File: src/rtl/mix_sar_ctrl.sv
// -----------------------------------------------------------------------------
// mix_sar_ctrl
// Successive-approximation ADC controller. Each conversion tracks the input for
// SAMPLE_CYC cycles and then resolves one bit per cycle, MSB first. The result
// is presented on data_out together with a one-cycle valid pulse.
//
// Ports
//   oclk     : digital clock; every state change happens on its rising edge
//   rst_n    : synchronous active-low reset
//   en       : conversion enable (level); a started conversion always completes
//   cmp      : comparator decision, 1 = Vin >= DAC level (used only in CONVERT)
//   sample   : track/hold switch control, 1 = track
//   dac_code : capacitive-DAC trial code
//   busy     : high whenever the controller is not idle
//   data_out : last completed conversion result
//   valid    : one-cycle pulse on the cycle data_out has been updated
// All outputs come straight from flops.
// -----------------------------------------------------------------------------
module mix_sar_ctrl #(
    parameter int N          = 8,
    parameter int SAMPLE_CYC = 2
) (
    input  logic         oclk,
    input  logic         rst_n,
    input  logic         en,
    input  logic         cmp,
    output logic         sample,
    output logic [N-1:0] dac_code,
    output logic         busy,
    output logic [N-1:0] data_out,
    output logic         valid
);

    localparam int KW = $clog2(N);
    localparam int CW = (SAMPLE_CYC > 1) ? $clog2(SAMPLE_CYC) : 1;
    localparam logic [KW-1:0] K_TOP    = KW'(N - 1);
    localparam logic [CW-1:0] CNT_LAST = CW'(SAMPLE_CYC - 1);
    localparam logic [N-1:0]  MSB_ONLY = {1'b1, {(N-1){1'b0}}};

    typedef enum logic [1:0] {
        S_IDLE    = 2'd0,
        S_SAMPLE  = 2'd1,
        S_CONVERT = 2'd2,
        S_DONE    = 2'd3
    } state_t;

    state_t         state_q, state_d;
    logic           sample_q, sample_d;
    logic [N-1:0]   dac_q, dac_d;
    logic           busy_q, busy_d;
    logic [N-1:0]   data_q, data_d;
    logic           valid_q, valid_d;
    logic [KW-1:0]  k_q, k_d;
    logic [CW-1:0]  cnt_q, cnt_d;

    // State register
    always_ff @(posedge oclk) begin
        if (!rst_n) begin
            state_q <= S_IDLE;
        end else begin
            state_q <= state_d;
        end
    end

    // Next-state logic
    always_comb begin
        state_d = state_q;
        case (state_q)
            S_IDLE:    if (en) state_d = S_SAMPLE;
            S_SAMPLE:  if (cnt_q == CNT_LAST) state_d = S_CONVERT;
            S_CONVERT: if (k_q == '0) state_d = S_DONE;
            S_DONE:    state_d = en ? S_SAMPLE : S_IDLE;
            default:   state_d = S_IDLE;
        endcase
    end

    // Output / datapath next values; everything holds unless changed here
    always_comb begin
        sample_d = sample_q;
        dac_d    = dac_q;
        data_d   = data_q;
        valid_d  = 1'b0;
        k_d      = k_q;
        cnt_d    = cnt_q;
        busy_d   = (state_d != S_IDLE);
        case (state_q)
            S_IDLE, S_DONE: begin
                if (en) begin
                    sample_d = 1'b1;
                    dac_d    = '0;
                    cnt_d    = '0;
                end
            end
            S_SAMPLE: begin
                if (cnt_q == CNT_LAST) begin
                    sample_d = 1'b0;
                    dac_d    = MSB_ONLY;
                    k_d      = K_TOP;
                end else begin
                    cnt_d = cnt_q + CW'(1);
                end
            end
            S_CONVERT: begin
                // The trial bit is 1, so keeping or clearing it is just cmp.
                dac_d[k_q] = cmp;
                if (k_q != '0) begin
                    dac_d[k_q - KW'(1)] = 1'b1;
                    k_d                 = k_q - KW'(1);
                end else begin
                    data_d  = dac_d;
                    valid_d = 1'b1;
                end
            end
            default: ;
        endcase
    end

    // Output and datapath registers
    always_ff @(posedge oclk) begin
        if (!rst_n) begin
            sample_q <= 1'b0;
            dac_q    <= '0;
            busy_q   <= 1'b0;
            data_q   <= '0;
            valid_q  <= 1'b0;
            k_q      <= K_TOP;
            cnt_q    <= '0;
        end else begin
            sample_q <= sample_d;
            dac_q    <= dac_d;
            busy_q   <= busy_d;
            data_q   <= data_d;
            valid_q  <= valid_d;
            k_q      <= k_d;
            cnt_q    <= cnt_d;
        end
    end

    assign sample   = sample_q;
    assign dac_code = dac_q;
    assign busy     = busy_q;
    assign data_out = data_q;
    assign valid    = valid_q;

endmodule

File: config.mk
export PLATFORM = sky130hd
export DESIGN_NAME = mix_sar_ctrl
export DESIGN_NICKNAME = d
export VERILOG_FILES = /design/src/rtl/mix_sar_ctrl.sv
export SDC_FILE = /design/constraint.sdc
export NUM_CORES = 1
export LEC_CHECK = 0
export CAP_MARGIN = 20
export CORE_MARGIN = 2
export CORE_UTILIZATION = 51
export DETAILED_ROUTE_END_ITERATION = 10
export PLACE_DENSITY = 0.78
export SYNTH_ARGS = -nofsm -noshare
export SYNTH_HDL_FRONTEND = slang
export SYNTH_SLANG_ARGS = --single-unit
File: constraint.sdc
create_clock -name oclk -period 2.6 [get_ports oclk]
set_clock_uncertainty 0.15 [all_clocks]
set_input_delay 0.39 -clock oclk [delete_from_list [all_inputs] [get_ports oclk]]
set_output_delay 0.39 -clock oclk [all_outputs]
set_load 0.005 [all_outputs]
==> summary.md, run 1 <==
| Metric | Value |
|---|---|
| Status | finished clean |
| Number of clock buffers inserted by TritonCTS | 3 |
| Most instantiated flip-flop cell in the synthesis netlist | dfxtp_1 |
| CP startpoint kind | register |
| First-pass iteration count of the detailed router | 4 |
| Die Y | roughly 54 um |
| Worst reg-to-reg setup slack | 0.26 ns |
| Final Non-Filler Cells | 190 |
| Pins over their slew limit | 0 |
| Wire per inst | 14.69 um |
| Routability Congestion | 0.8020 |
| Maximum cell stage delay along the critical path | 0.61 ns |
| Commonest cells in the netlist | 25 x dfxtp_1, 14 x nor2_1, 10 x nand2_1, 10 x o21ai_0, 9 x mux2i_1 |
| HPWL reported at the end of detailed placement | 2060 um |
| Max Fanout on Critical Path | 16 |
| Part of the cycle the worst path needs | between 80% and 90% |
| Full die area | 2934 um2 |
| Resize count post-CTS | 0 |
| Area leader, netlist | dfxtp_1 |
| Most common cell in the netlist | dfxtp_1 |
| Cell count after placement | 186 |
| Synth-to-layout area growth | 18.52% |
| Antenna diode count | 0 |
| Share of post-route cells with drive strength above 1 | 6.875% |
| Clock sink count | 25 |
| End of the worst register-to-register path | k_q[2] |
| Number of hold-repair buffers added at the cts stage | 0 |
| Worst path cell trace | inv_1, ha_1, and3b_1, nor3_4, and4_1, o21ai_1 |
| Skew-Pair Late Insertion Delay | 0.33 ns |
| Number of global-route vias before repair | 927 |
| Warning count from the yosys run | 0 |
| Worst slew slack as a fraction of its limit | between 50% and 60% |
| Total leakage power | approximately 0.59 nW |
| Hold Fails Final Rpt | 0 |
| Avg Vias per Cell | 5.563 |
| Worst reg2reg path depth | 6 |
| Most area-consuming cells after synthesis | dfxtp_1 39%, mux2i_1 7.0%, ha_1 5.8% |
| Net count, final | 171 |
| Starting utilization of the core area | 52.78% |
| Largest net degree at the start of global routing | 18 |
| Maximum vdd drop | about 0.00030 V |
| Routed wire length | 2792 um |
| Post-detailed-route DRC marker count | 0 |
| Min cycle time layout | between 2 and 2.5 ns |
| Die W | 54.17 um |
| Via count of the routed design | between 1000 and 1500 |
| Critical path endpoint category | register |
| Slew at the pin closest to its max-slew limit | ~0.62 ns |
| CTS clk-pin slew, worst paths | 0.14 ns |
| Worst hold path stage count | 2 |
| Core Footprint | approximately 2400 um2 |
| Startpoint of the most critical hold path | data_out[4] |
| Area share of the largest cell type after synthesis | 38.99% |
| Total Neg Setup Slack | 0 ns |
| Highest attainable clock frequency | 427.9 MHz |
| Mean post-synth cell area | 9.104 um2 |
| PwrDens | between 400 and 500 nW/um2 |
| Clock tree from TritonCTS | built |
| Worst Path Required | 2.67 ns |
| Clock buffer depth | 2 |
| Type of the worst min-delay path | register to register |
| Worst-case hold path end point | data_out[4] |
| Share of async-settable or async-resettable flops after synthesis | 0% |
| Master of the slowest instance on the critical path | dfxtp_1 |
| Startpoint of the worst register-to-register path | k_q[0] |
| Number of library cell types mapped by synthesis | 36 |
| Rows | 18 |
| Category of the most critical setup path | register to register |
| Violation count after the first detailed-routing iteration | 25 |
| Clock root cell | clkbuf_4 |
| Finished Core Util | between 60% and 70% |
| Wire length of the first global-routing pass | about 4300 um |
| Arrival @ worst endpoint | ~2.4 ns |
| Register bit total from synthesis | 25 |
| Number of synthesized flops with an enable pin | 0 |
| Initial antenna violation count | 0 |
| Quantity of I/O buffers inserted on ports | 22 |
| Number of max-cap violations | 0 |
| Count of buffers added by post-CTS timing repair for setup | 0 |
| DRT antenna net count | 0 |
| Sequential-to-total area share from yosys stat | 38.99% |
| Synth Cell Area | between 1000 and 1500 um2 |
| Final global-route overflow total | 0 |
| Synthesized Nets | 151 |
| Depth of the CTS H-tree | 1 |
| Synthesized instance count | 141 |
| Count of pins on the block boundary | 23 |
| Area after DPL | 1494 um2 |
| Worst hold margin | around 0.32 ns |
| Post-layout instance area | 1521 um2 |
| Finish-stage setup viols | 0 |
| Combined global-route utilization of all metal layers | 20.81% |
| RSZ-0062 raised after global routing | no |
==> placed cells by master (no fill, tap or decap), drive strengths merged <==
cell type,instances
nand2,10
nor3,5
o311a,1
mux2i,9
a22o,8
nor2,14
and3b,1
and3,1
nand3b,4
o311ai,1
a211oi,7
a21oi,5
o22ai,1
buf,2
and4,1
and2b,1
clkdlybuf4s50,22
a31oi,1
a221oi,2
nor2b,1
o21ai,12
o31ai,1
inv,7
dfxtp,25
nor3b,4
ha,6
clkinv,1
nand3,1
or2,1
nand2b,2
clkbuf,3
==> worst max path at each step <==
stage | from | endpoint
2_1_floorplan | k_q[0] | k_q[2]
3_3_place_gp | k_q[0] | k_q[2]
3_5_place_dp | k_q[0] | k_q[2]
4_1_cts | k_q[0] | k_q[2]
5_1_grt | k_q[0] | k_q[2]
6_report | k_q[0] | k_q[2]
==> stage by stage <==
| step | worst slack (ns) | total power [mW] |
|---|---|---|
| 6_report | 0.2631 | 0.6570 |
| 5_1_grt | 0.08278 | 0.6821 |
| 4_1_cts | 0.2804 | 0.6651 |
| 3_5_place_dp | 0.3075 | 0.4868 |
| 3_3_place_gp | 0.4361 | 0.4837 |
| 2_1_floorplan | 0.7239 | 0.4551 |
==> metal layers <==
layer	part of all wire (%)	GRT usage, %	routed length, um	vias up
met5	0	0	0	-
met4	1.9	10.83	52	0
met3	4.1	2.778	114	5
met2	48	32.33	1332	20
met1	46	27.84	1292	488
li1	-	-	-	544
==> worst max-delay path, delay by kind of cell, from the launching register on <==
family,cells,cell delay (ns)
AOI/OAI and AO/OA,1,0.07
adders and majority gates,1,0.28
buffers and inverters,1,0.19
DFF,1,0.61
and+or+nand+nor,3,0.94
==> power by group <==
part	leakage, nW	switching [mW]	total [mW]	internal (mW)
Clock	0.0177	0.120	0.178	0.0578
Sequential	0.202	0.00607	0.398	0.391
Combinational	0.366	0.0452	0.0812	0.0360
==> kinds of logic (layout without fill, tap and decap cells) <==
family,count (synthesis),after routing,synth area share [%]
AO/OA/AOI/OAI,39,39,21.44
adder cells (fa/ha/maj),6,6,5.848
buffers and inverters,16,35,6.920
flip-flops,25,25,38.99
multiplexers,9,9,7.018
AND/OR/NAND/NOR,46,46,19.79
==> sequential cells by signal (all words and copies together), names as in the netlist <==
name	count
busy	1
cnt_q	1
dac_code	8
data_out	8
k_q	3
sample	1
state_q	2
valid	1
==> cell type report <==
class	count	area [um2]
flip-flops and latches	25	500.5
clock inverters	1	5.005
multi-input cells	100	694.4
inverters	7	26.28
clock buffers	3	22.52
well taps	30	37.54
fillers	213	910.9
repair buffers	24	235.2
Note: power is estimated with default switching activity, not from simulation.
==> run 2: changes to the inputs <==
CORE_UTILIZATION = 55   (was 51)
PLACE_DENSITY = 0.83   (was 0.78)
clock period = 2.75 ns   (was 2.6 ns; I/O delays follow)
==> summary.md, run 2 (synthesized netlist as in run 1, its figures left out) <==
| Metric | Value |
|---|---|
| Depth of the CTS H-tree | 1 (unchanged) |
| PwrDens | 407.2 nW/um2 (-5.7%) |
| Wire length of the first global-routing pass | 4526 um (+5.6%) |
| Max Fanout on Critical Path | 16 (unchanged) |
| Status | finished clean |
| Starting utilization of the core area | 58.03% (+5.3 points) |
| Rows | 17 (-1) |
| Cell count after placement | 183 (-1.6%) |
| Share of post-route cells with drive strength above 1 | 6.289% (-0.59 points) |
| Critical path endpoint category | register |
| Via count of the routed design | 1085 (+2.6%) |
| Highest attainable clock frequency | 426.3 MHz (-0.37%) |
| Resize count post-CTS | 0 (unchanged) |
| Maximum cell stage delay along the critical path | 0.62 ns (about the same) |
| Avg Vias per Cell | 5.802 (+4.3%) |
| Worst slew slack as a fraction of its limit | 60.01% (+1.4 points) |
| Initial antenna violation count | 0 (unchanged) |
| Master of the slowest instance on the critical path | dfxtp_1 |
| Worst-case hold path end point | data_out[6] |
| Final Non-Filler Cells | 187 (-1.6%) |
| Most frequent standard cell in the layout excluding fill and tap cells | dfxtp_1 |
| Die W | 52.31 um (-3.4%) |
| CTS clk-pin slew, worst paths | 0.14 ns (about the same) |
| Quantity of I/O buffers inserted on ports | 22 (unchanged) |
| Largest net degree at the start of global routing | 18 (unchanged) |
| Arrival @ worst endpoint | 2.42 ns (about the same) |
| Die Y | 52.31 um (-3.4%) |
| Skew-Pair Late Insertion Delay | 0.32 ns (about the same) |
| Number of hold-repair buffers added at the cts stage | 0 (unchanged) |
| Worst reg-to-reg setup slack | 0.40 ns (+0.14 ns) |
| HPWL reported at the end of detailed placement | 1957 um (-5.0%) |
| Routed wire length | 2670 um (-4.4%) |
| Part of the cycle the worst path needs | 85.29% (-4.6 points) |
| End of the worst register-to-register path | k_q[2] |
| Number of clock buffers inserted by TritonCTS | 3 (unchanged) |
| Commonest non-fill, non-tap cells in the layout | 25 x dfxtp_1, 22 x clkdlybuf4s50_1, 14 x nor2_1 |
| Violation count after the first detailed-routing iteration | 49 (+96%) |
| Number of max-cap violations | 0 (unchanged) |
| DRT antenna net count | 0 (unchanged) |
| RSZ-0062 raised after global routing | no |
| Full die area | 2736 um2 (-6.7%) |
| Net count, final | 170 (-0.58%) |
| Slew at the pin closest to its max-slew limit | 0.5999 ns (-0.02071 ns) |
| Finished Core Util | 68.44% (+5.9 points) |
| Post-detailed-route DRC marker count | 0 (unchanged) |
| Clock sink count | 25 (unchanged) |
| Category of the most critical setup path | register to register |
| Clock root cell | clkbuf_4 |
| Routability Congestion | 0.8169 (+1.9%) |
| Worst hold path stage count | 2 (unchanged) |
| Wire per inst | 14.28 um (-2.8%) |
| CP startpoint kind | register |
| Synth-to-layout area growth | 17.93% |
| Min cycle time layout | 2.346 ns (+0.008690 ns) |
| Global-route track usage on met3 | 3.429% (+0.65 points) |
| Clock tree from TritonCTS | built |
| Pins over their slew limit | 0 (unchanged) |
| Combined global-route utilization of all metal layers | 21.79% (+0.98 points) |
| Startpoint of the worst register-to-register path | k_q[0] |
| GRT met2 Usage | 33.96% (+1.6 points) |
| Worst Path Required | 2.82 ns (+0.15 ns) |
| Type of the worst min-delay path | register to register |
| Total Neg Setup Slack | 0 ns (unchanged) |
| Count of pins on the block boundary | 23 (unchanged) |
| Number of global-route vias before repair | 997 (+7.6%) |
| Clock buffer depth | 2 (unchanged) |
| Fraction of met1 tracks used by global routing | 30.36% (+2.5 points) |
| Core Footprint | 2212 um2 (-9.1%) |
| Final global-route overflow total | 0 (unchanged) |
| Sequential cell area | 500.5 um2 (unchanged) |
| Final Power | 616.5 uW (-6.2%) |
| Hold Fails Final Rpt | 0 (unchanged) |
| Worst reg2reg path depth | 6 (unchanged) |
| Worst path cell trace | inv_1, ha_1, and3b_1, nor3_4, and4_1, o21ai_1 |
| Total leakage power | 0.5771 nW (-1.5%) |
| Crit path launch | k_q[0] |
| Fill cells | 187 (-12%) |
| Antenna diode count | 0 (unchanged) |
| Worst hold margin | 0.3203 ns (-0.002343 ns) |
| Startpoint of the most critical hold path | data_out[6] |
| Most crowded layer after global routing | met2 |
| First-pass iteration count of the detailed router | 4 (unchanged) |
| Area of the multi-input gates | 694.4 um2 (unchanged) |
| Finish-stage setup viols | 0 (unchanged) |
| Maximum vdd drop | 0.0002712 V (-8.4%) |
| Count of buffers added by post-CTS timing repair for setup | 0 (unchanged) |
## run 2: area by class of cell
type,instances,area share [%]
Timing Repair Buffer,23,15.04
Inverter,7,1.736
Multi-Input combinational cell,100,45.87
Clock inverter,1,0.4959
Sequential cell,25,33.06
Tap cell,28,2.314
Clock buffer,3,1.488
## run 2: power by group
group | total, mW | switching [mW] | internal [mW] | leakage [nW]
Clock | 0.168 | 0.112 | 0.0555 | 0.0139
Sequential | 0.376 | 0.00587 | 0.370 | 0.202
Combinational | 0.0730 | 0.0409 | 0.0321 | 0.361
Total | 0.616 | 0.159 | 0.458 | 0.577
## run 2: routing by layer
layer,vias to the layer above,routed length (um)
met5,-,0
met3,2,103
met1,509,1272
li1,545,-
met4,0,17
met2,29,1276
## run 2: per-stage QoR
step                worst slack (ns)  instance area, um2
floorplan                     0.8739                1284
global placement              0.5935                1484
detailed placement            0.4587                1484
CTS                           0.4240                1514
global route                  0.1892                1514
finish                        0.4044                1514
## run 2: how the worst max path moves through the flow
| stage | end | slack (ns) | cells after the start |
|---|---|---|---|
| 6_report | k_q[2] | 0.40 | 6 |
| 3_3_place_gp | k_q[2] | 0.59 | 6 |
| 3_5_place_dp | k_q[2] | 0.46 | 6 |
| 2_1_floorplan | k_q[2] | 0.87 | 8 |
| 5_1_grt | k_q[2] | 0.19 | 6 |
| 4_1_cts | k_q[2] | 0.42 | 6 |
## run 2: worst max-delay path: cells and delay by family, from the launching register on
kind            cells  cell delay [ns]
flops               1             0.62
simple gates        3             0.96
buf+inv             1             0.19
fa+ha+maj           1             0.27
compound gates      1             0.06
